[src/rtl/mips_pkg.sv]
// mips_pkg: shared encodings, instruction field positions and reset PC for the multicycle MIPS datapath.
package mips_pkg;
  typedef enum logic [2:0] {
    ALU_AND  = 3'b000,
    ALU_ADD  = 3'b001,
    ALU_OR   = 3'b010,
    ALU_SLT  = 3'b011,
    ALU_NOR  = 3'b100,
    ALU_XOR  = 3'b101,
    ALU_SUB  = 3'b110,
    ALU_PASS = 3'b111
  } alu_op_t;
  typedef enum logic [1:0] {
    SRCB_B    = 2'b00,
    SRCB_FOUR = 2'b01,
    SRCB_IMM  = 2'b10,
    SRCB_IMM4 = 2'b11
  } srcb_t;
  localparam int OP_HI    = 31;
  localparam int OP_LO    = 26;
  localparam int RS_HI    = 25;
  localparam int RS_LO    = 21;
  localparam int RT_HI    = 20;
  localparam int RT_LO    = 16;
  localparam int RD_HI    = 15;
  localparam int RD_LO    = 11;
  localparam int FUNCT_HI = 5;
  localparam int FUNCT_LO = 0;
  localparam int IMM_HI   = 15;
  localparam int IMM_LO   = 0;
  localparam logic [31:0] DEFAULT_RESET_PC = 32'h0040_0000;
endpackage

[src/rtl/mips_regfile.sv]
// mips_regfile: 32x32 register file, two async read ports, one sync write port, $0 hardwired to zero.
module mips_regfile (
  input  logic        clk,
  input  logic        rst,
  input  logic [4:0]  ra1,
  input  logic [4:0]  ra2,
  input  logic [4:0]  wa,
  input  logic        we,
  input  logic [31:0] wd,
  output logic [31:0] rd1,
  output logic [31:0] rd2
);
  logic [31:0] regs [32];
  always_ff @(posedge clk or negedge rst)
    if (!rst)
      for (int i = 0; i < 32; i++) regs[i] <= '0;
    else if (we && wa != 5'd0)
      regs[wa] <= wd;
  assign rd1 = ra1 == 5'd0 ? '0 : regs[ra1];
  assign rd2 = ra2 == 5'd0 ? '0 : regs[ra2];
endmodule

[src/rtl/mips_multicycle_datapath.sv]
// mips_multicycle_datapath: PC/IR/MDR/A/B/ALUOut state, inline ALU and muxes, register file,
// driven each cycle by the control unit's strobes; single unified memory port.
module mips_multicycle_datapath
  import mips_pkg::*;
#(
  parameter int          WIDTH    = 32,
  parameter logic [31:0] RESET_PC = DEFAULT_RESET_PC
) (
  input  logic             clk,
  input  logic             rst,
  input  logic             IorD,
  input  logic             Mem_Write,
  input  logic             IR_Write,
  input  logic             PC_Write,
  input  logic             PC_Src,
  input  logic             Branch,
  input  logic             ALU_SrcA,
  input  logic             Reg_Write,
  input  logic             Mem_Reg,
  input  logic             Reg_Dst,
  input  logic [2:0]       ALU_Control,
  input  logic [1:0]       ALU_SrcB,
  input  logic [WIDTH-1:0] mem_rdata,
  output logic [WIDTH-1:0] mem_addr,
  output logic [WIDTH-1:0] mem_wdata,
  output logic             mem_we,
  output logic [5:0]       Op,
  output logic [5:0]       Funct,
  output logic [WIDTH-1:0] pc_dbg
);
  logic [WIDTH-1:0] pc, ir, mdr, a, b, alu_out;
  logic [WIDTH-1:0] rd1, rd2, src_a, src_b, result, sign_imm, pc_next;
  logic [4:0]       wa;
  logic             zero;
  assign sign_imm  = {{(WIDTH-16){ir[IMM_HI]}}, ir[IMM_HI:IMM_LO]};
  assign src_a     = ALU_SrcA ? a : pc;
  assign src_b     = ALU_SrcB == SRCB_B    ? b :
                     ALU_SrcB == SRCB_FOUR ? WIDTH'(4) :
                     ALU_SrcB == SRCB_IMM  ? sign_imm : sign_imm << 2;
  always_comb begin
    result = src_b;
    case (alu_op_t'(ALU_Control))
      ALU_AND: result = src_a & src_b;
      ALU_ADD: result = src_a + src_b;
      ALU_OR:  result = src_a | src_b;
      ALU_SLT: result = {{(WIDTH-1){1'b0}}, $signed(src_a) < $signed(src_b)};
      ALU_NOR: result = ~(src_a | src_b);
      ALU_XOR: result = src_a ^ src_b;
      ALU_SUB: result = src_a - src_b;
      default: result = src_b;
    endcase
  end
  assign zero      = result == '0;
  assign pc_next   = PC_Src ? alu_out : result;
  assign wa        = Reg_Dst ? ir[RD_HI:RD_LO] : ir[RT_HI:RT_LO];
  assign mem_addr  = IorD ? alu_out : pc;
  assign mem_wdata = b;
  assign mem_we    = Mem_Write;
  assign Op        = ir[OP_HI:OP_LO];
  assign Funct     = ir[FUNCT_HI:FUNCT_LO];
  assign pc_dbg    = pc;
  // MDR/A/B/ALUOut are unconditional pipeline latches between the multicycle steps
  always_ff @(posedge clk or negedge rst)
    if (!rst) begin
      pc      <= RESET_PC;
      ir      <= '0;
      mdr     <= '0;
      a       <= '0;
      b       <= '0;
      alu_out <= '0;
    end else begin
      if (IR_Write) ir <= mem_rdata;
      if (PC_Write | (Branch & zero)) pc <= pc_next;
      mdr     <= mem_rdata;
      a       <= rd1;
      b       <= rd2;
      alu_out <= result;
    end
  mips_regfile u_rf (
    .clk (clk),
    .rst (rst),
    .ra1 (ir[RS_HI:RS_LO]),
    .ra2 (ir[RT_HI:RT_LO]),
    .wa  (wa),
    .we  (Reg_Write),
    .wd  (Mem_Reg ? mdr : alu_out),
    .rd1 (rd1),
    .rd2 (rd2)
  );
endmodule

[config.mk]
export PLATFORM = sky130hd
export DESIGN_NAME = mips_multicycle_datapath
export DESIGN_NICKNAME = d
export VERILOG_FILES = /design/src/rtl/mips_pkg.sv /design/src/rtl/mips_regfile.sv /design/src/rtl/mips_multicycle_datapath.sv
export SDC_FILE = /design/constraint.sdc
export NUM_CORES = 2
export LEC_CHECK = 0
export ABC_AREA = 1
export BUFFER_PORTS_ARGS = -buffer_cell sky130_fd_sc_hd__buf_2
export CAP_MARGIN = 10
export CORE_AREA = 2 2 481 388
export DETAILED_ROUTE_END_ITERATION = 10
export DIE_AREA = 0 0 483 390
export MAX_ROUTING_LAYER = met4
export PLACE_DENSITY = 0.58
export SETUP_SLACK_MARGIN = 0.5
export SLEW_MARGIN = 20
export SYNTH_ARGS = -nofsm -noshare
export SYNTH_HDL_FRONTEND = slang
export SYNTH_HIERARCHICAL = 1
export SYNTH_SLANG_ARGS = --single-unit
[constraint.sdc]
create_clock -name clk -period 3.8 [get_ports clk]
set_input_delay 0.38 -clock clk [delete_from_list [all_inputs] [get_ports clk]]
set_output_delay 0.38 -clock clk [all_outputs]
set_load 0.01 [all_outputs]
==> results.sh <==
export IMPL_syn_inst=10710
export IMPL_ys_flop_type="dfrtp_1"
export IMPL_dr_pass1_iters=7
export IMPL_top_usage_layer="met2"
export IMPL_max_freq_ghz=0.2590
export IMPL_core_area_um2=183500
export IMPL_rsz0062_at_grt="true"
export IMPL_drc_errors=0
export IMPL_pwr_share_clk_pct=25.5
export IMPL_setup_ws_ns=-0.06145
export IMPL_cp_max_fo=17
export IMPL_grt_use_met3_pct=5.694
export IMPL_maxCapViolations=0
export IMPL_die_area_um2=188400
export IMPL_syn_to_final_growth_pct=18.41
export IMPL_status="complete, but fails checks"
export IMPL_rows=141
export IMPL_initial_core_util_pct=39.85
export IMPL_yosysWarnings=6
export IMPL_violations="setup timing"
export IMPL_io_pins=158
export IMPL_end_kind="register"
export IMPL_clk_latency_ns=0.81
export IMPL_finalHoldViolations=0
export IMPL_grt_pass1_wl_mm=478.7
export IMPL_yosysSeqAreaShare_pct=41.62
export IMPL_ys_async_sr_fraction_pct=100.0
export IMPL_vdd_ir_drop_max_v=0.0004090
export IMPL_port_buffers=155
export IMPL_wl_per_cell_um=23.99
export IMPL_syn_nets=10870
export IMPL_finClkSkew_ns=0.03584
export IMPL_num_vias=76250
export IMPL_fp_dieW_um=483
export IMPL_dp_hpwl_mm=206.0
export IMPL_worstSetupPathType="reg -> reg"
export IMPL_drtIter0Drc=10260
export IMPL_max_slew_margin_rel_pct=22.55
export IMPL_htreeDepth=4
export IMPL_final_cells=13570
export IMPL_swShare_pct=39.63
export IMPL_grtUsageTotal_pct=34.78
export IMPL_syn_area_um2=73110
export IMPL_p_total_uw=54630
export IMPL_synth_edff_count=0
export IMPL_intPower_uw=32980
export IMPL_totalWireLength_mm=325.5
export IMPL_tns_ns=-1.314
export IMPL_tightest_slew_ns=1.162
export IMPL_met2_usage_pct=50.74
export IMPL_path_clk_slew_ns=0.06
export IMPL_use_met1_pct=48.02
export IMPL_vias_per_cell=5.620
export IMPL_critPathRequiredTime_ns=4.52
export IMPL_clockBufferDepth=3
export IMPL_setup_viol=32
export IMPL_ys_seq_elements=1216
export IMPL_critPathLaunch="mem_wdata[13]"
export IMPL_final_nets=11180
export IMPL_drive_gt1_share_pct=13.33
export IMPL_cp_start_kind="register"
export IMPL_cts_buffers=137
export IMPL_ant_nets=0
export IMPL_syn_avg_cell_area_um2=6.824
export IMPL_pwr_density_cell_nw_per_um2=631.0
export IMPL_clock_sinks=1216
export IMPL_place_congestion=0.9743
export IMPL_p_sw_uw=21650
export IMPL_fin_crit_sh_pct=101.6
export IMPL_min_period_ns=3.861
export IMPL_ys_types=54
export IMPL_p_leak_uw=0.04244
export IMPL_hold_path_class="in -> async"
export IMPL_antenna_found_initial=10
export IMPL_slew_viol_final=0
export IMPL_dieHeight_um=390
export IMPL_cts_root_buffer="clkbuf_16"
export IMPL_cp_arrival_ns=4.58
export IMPL_gr_total_overflow=0
export IMPL_grt_max_degree=166
export IMPL_grt_pass1_vias=71270
export IMPL_seqPwrFrac_pct=38.1
export IMPL_hold_ws_ns=0.1256
export IMPL_cts_tree="built"
export IMPL_reg2reg_from="mem_wdata[13]"
export IMPL_placedCellCount=13250
export IMPL_reg2reg_slack_ns=-0.06
export IMPL_p_comb_share_pct=36.4
## state kept, by name, summed over array words and instances (netlist names)
name       flops
u_rf/regs   1024
a             32
alu_out       32
ir            32
mdr           32
mem_wdata     32
pc_dbg        32
## metal layers
layer / routed length, µm / part of all wire (%)
met1: 138800 / 43
met2: 140100 / 43
met3: 31950 / 9.8
met4: 14740 / 4.5
met5: 0 / 0
## worst paths after layout
path,to,depth (start not counted)
max,pc_dbg[2],25
min,u_rf/regs[158],2
max reg2reg,pc_dbg[2],25
min reg2reg,u_rf/regs[1014],0
max in group asynchronous,u_rf/regs[934],3
min in group clk,pc_dbg[22],5
## synth_stat cells, types with 15 or more instances
library cell / count / area [µm²]
a21oi_2: 30 / 262.8
o22ai_1: 15 / 93.84
dfrtp_1: 1215 / 30400
nand2_1: 3561 / 13370
clkbuf_2: 19 / 95.09
nand3_1: 1198 / 5996
clkbuf_1: 496 / 1862
o21ai_0: 1178 / 5896
inv_1: 909 / 3412
buf_2: 157 / 785.8
nand4_1: 32 / 200.2
mux2_2: 20 / 225.2
buf_6: 20 / 225.2
buf_4: 48 / 360.4
buf_1: 85 / 319.1
ha_1: 106 / 1326
nor2_1: 801 / 3007
o211ai_1: 207 / 1554
a21oi_1: 465 / 2327
## placed cells by master, fill, tap and decap left out, types with 37 or more instances in the layout
cell / count
nand2_1: 3530
dfrtp_1: 1198
nand3_1: 1183
o21ai_0: 1138
inv_1: 886
nor2_1: 747
buf_4: 697
a21oi_1: 452
o211ai_1: 207
buf_2: 155
clkbuf_16: 142
buf_12: 101
ha_1: 84
o21ai_1: 43
a21oi_2: 43
nor2_2: 39
clkbuf_1: 37
## power groups by stage
stage          registers, µW  clock network, µW  logic (µW)
2_1_floorplan          19900                  0       11900
3_3_place_gp           20700                  0       18800
3_5_place_dp           20800                  0       19000
4_1_cts                20700              14100       19300
5_1_grt                21300              14700       22200
6_report               20800              13900       19900
## stage by stage
step                cell area, µm²  util [%]  setup slack (ns)
CTS                          86060     46.90           0.05710
floorplan                    73350         -            0.4662
global placement             80780     44.03           -0.6308
global route                 86560     47.18           -0.2362
finish                       86570     47.18          -0.06145
detailed placement           80780     44.03           -0.6469
## critical path: stages (launching register included)
cell	delay [ns]
dfrtp_2	0.54
o21ai_1	0.17
o21ai_0	0.12
o21a_2	0.19
ha_1	0.34
buf_6	0.16
inv_1	0.07
nand2_1	0.05
nand2_1	0.08
inv_1	0.06
nand2_1	0.09
nand2_1	0.09
nand2_2	0.13
buf_4	0.17
a21oi_1	0.13
nand3_1	0.08
nand3_1	0.08
nand4_1	0.16
nor2_2	0.20
nand2_2	0.10
nor2_4	0.16
nand3_4	0.15
nand2_4	0.13
buf_12	0.15
nand2_1	0.06
nand2_1	0.07
## cells by family after synthesis
| logic type | after synthesis | share of synthesized area (%) |
|---|---|---|
| AO/OA/AOI/OAI | 1951 | 14.47 |
| XOR/XNOR | 1 | 0.01198 |
| multiplexers | 20 | 0.3081 |
| AND/OR/NAND/NOR | 5665 | 31.95 |
| adder cells (fa/ha/maj) | 108 | 1.869 |
| flip-flops | 1216 | 41.62 |
| buffers and inverters | 1752 | 9.765 |
## layout make-up
type                            instances  area, µm²
Antenna cell                            7      17.52
Inverter                              927       3531
Sequential cell                      1216      30470
Timing Repair Buffer                  991       8431
Fill cell                           18580      96910
Multi-Input combinational cell       7745      36450
Tap cell                             2431       3042
Clock buffer                          207       4066
Clock inverter                         44      565.5
## timing repair
action                                 CTS  global route
gates cloned                             0             1
resized for setup                       65            99
pin swaps                                6            16
setup endpoints to repair               38            41
endpoints found under the hold margin  143             0
hold buffers                            33             0
buffers inserted                        13            11
Power figures use the tool's default switching activity.
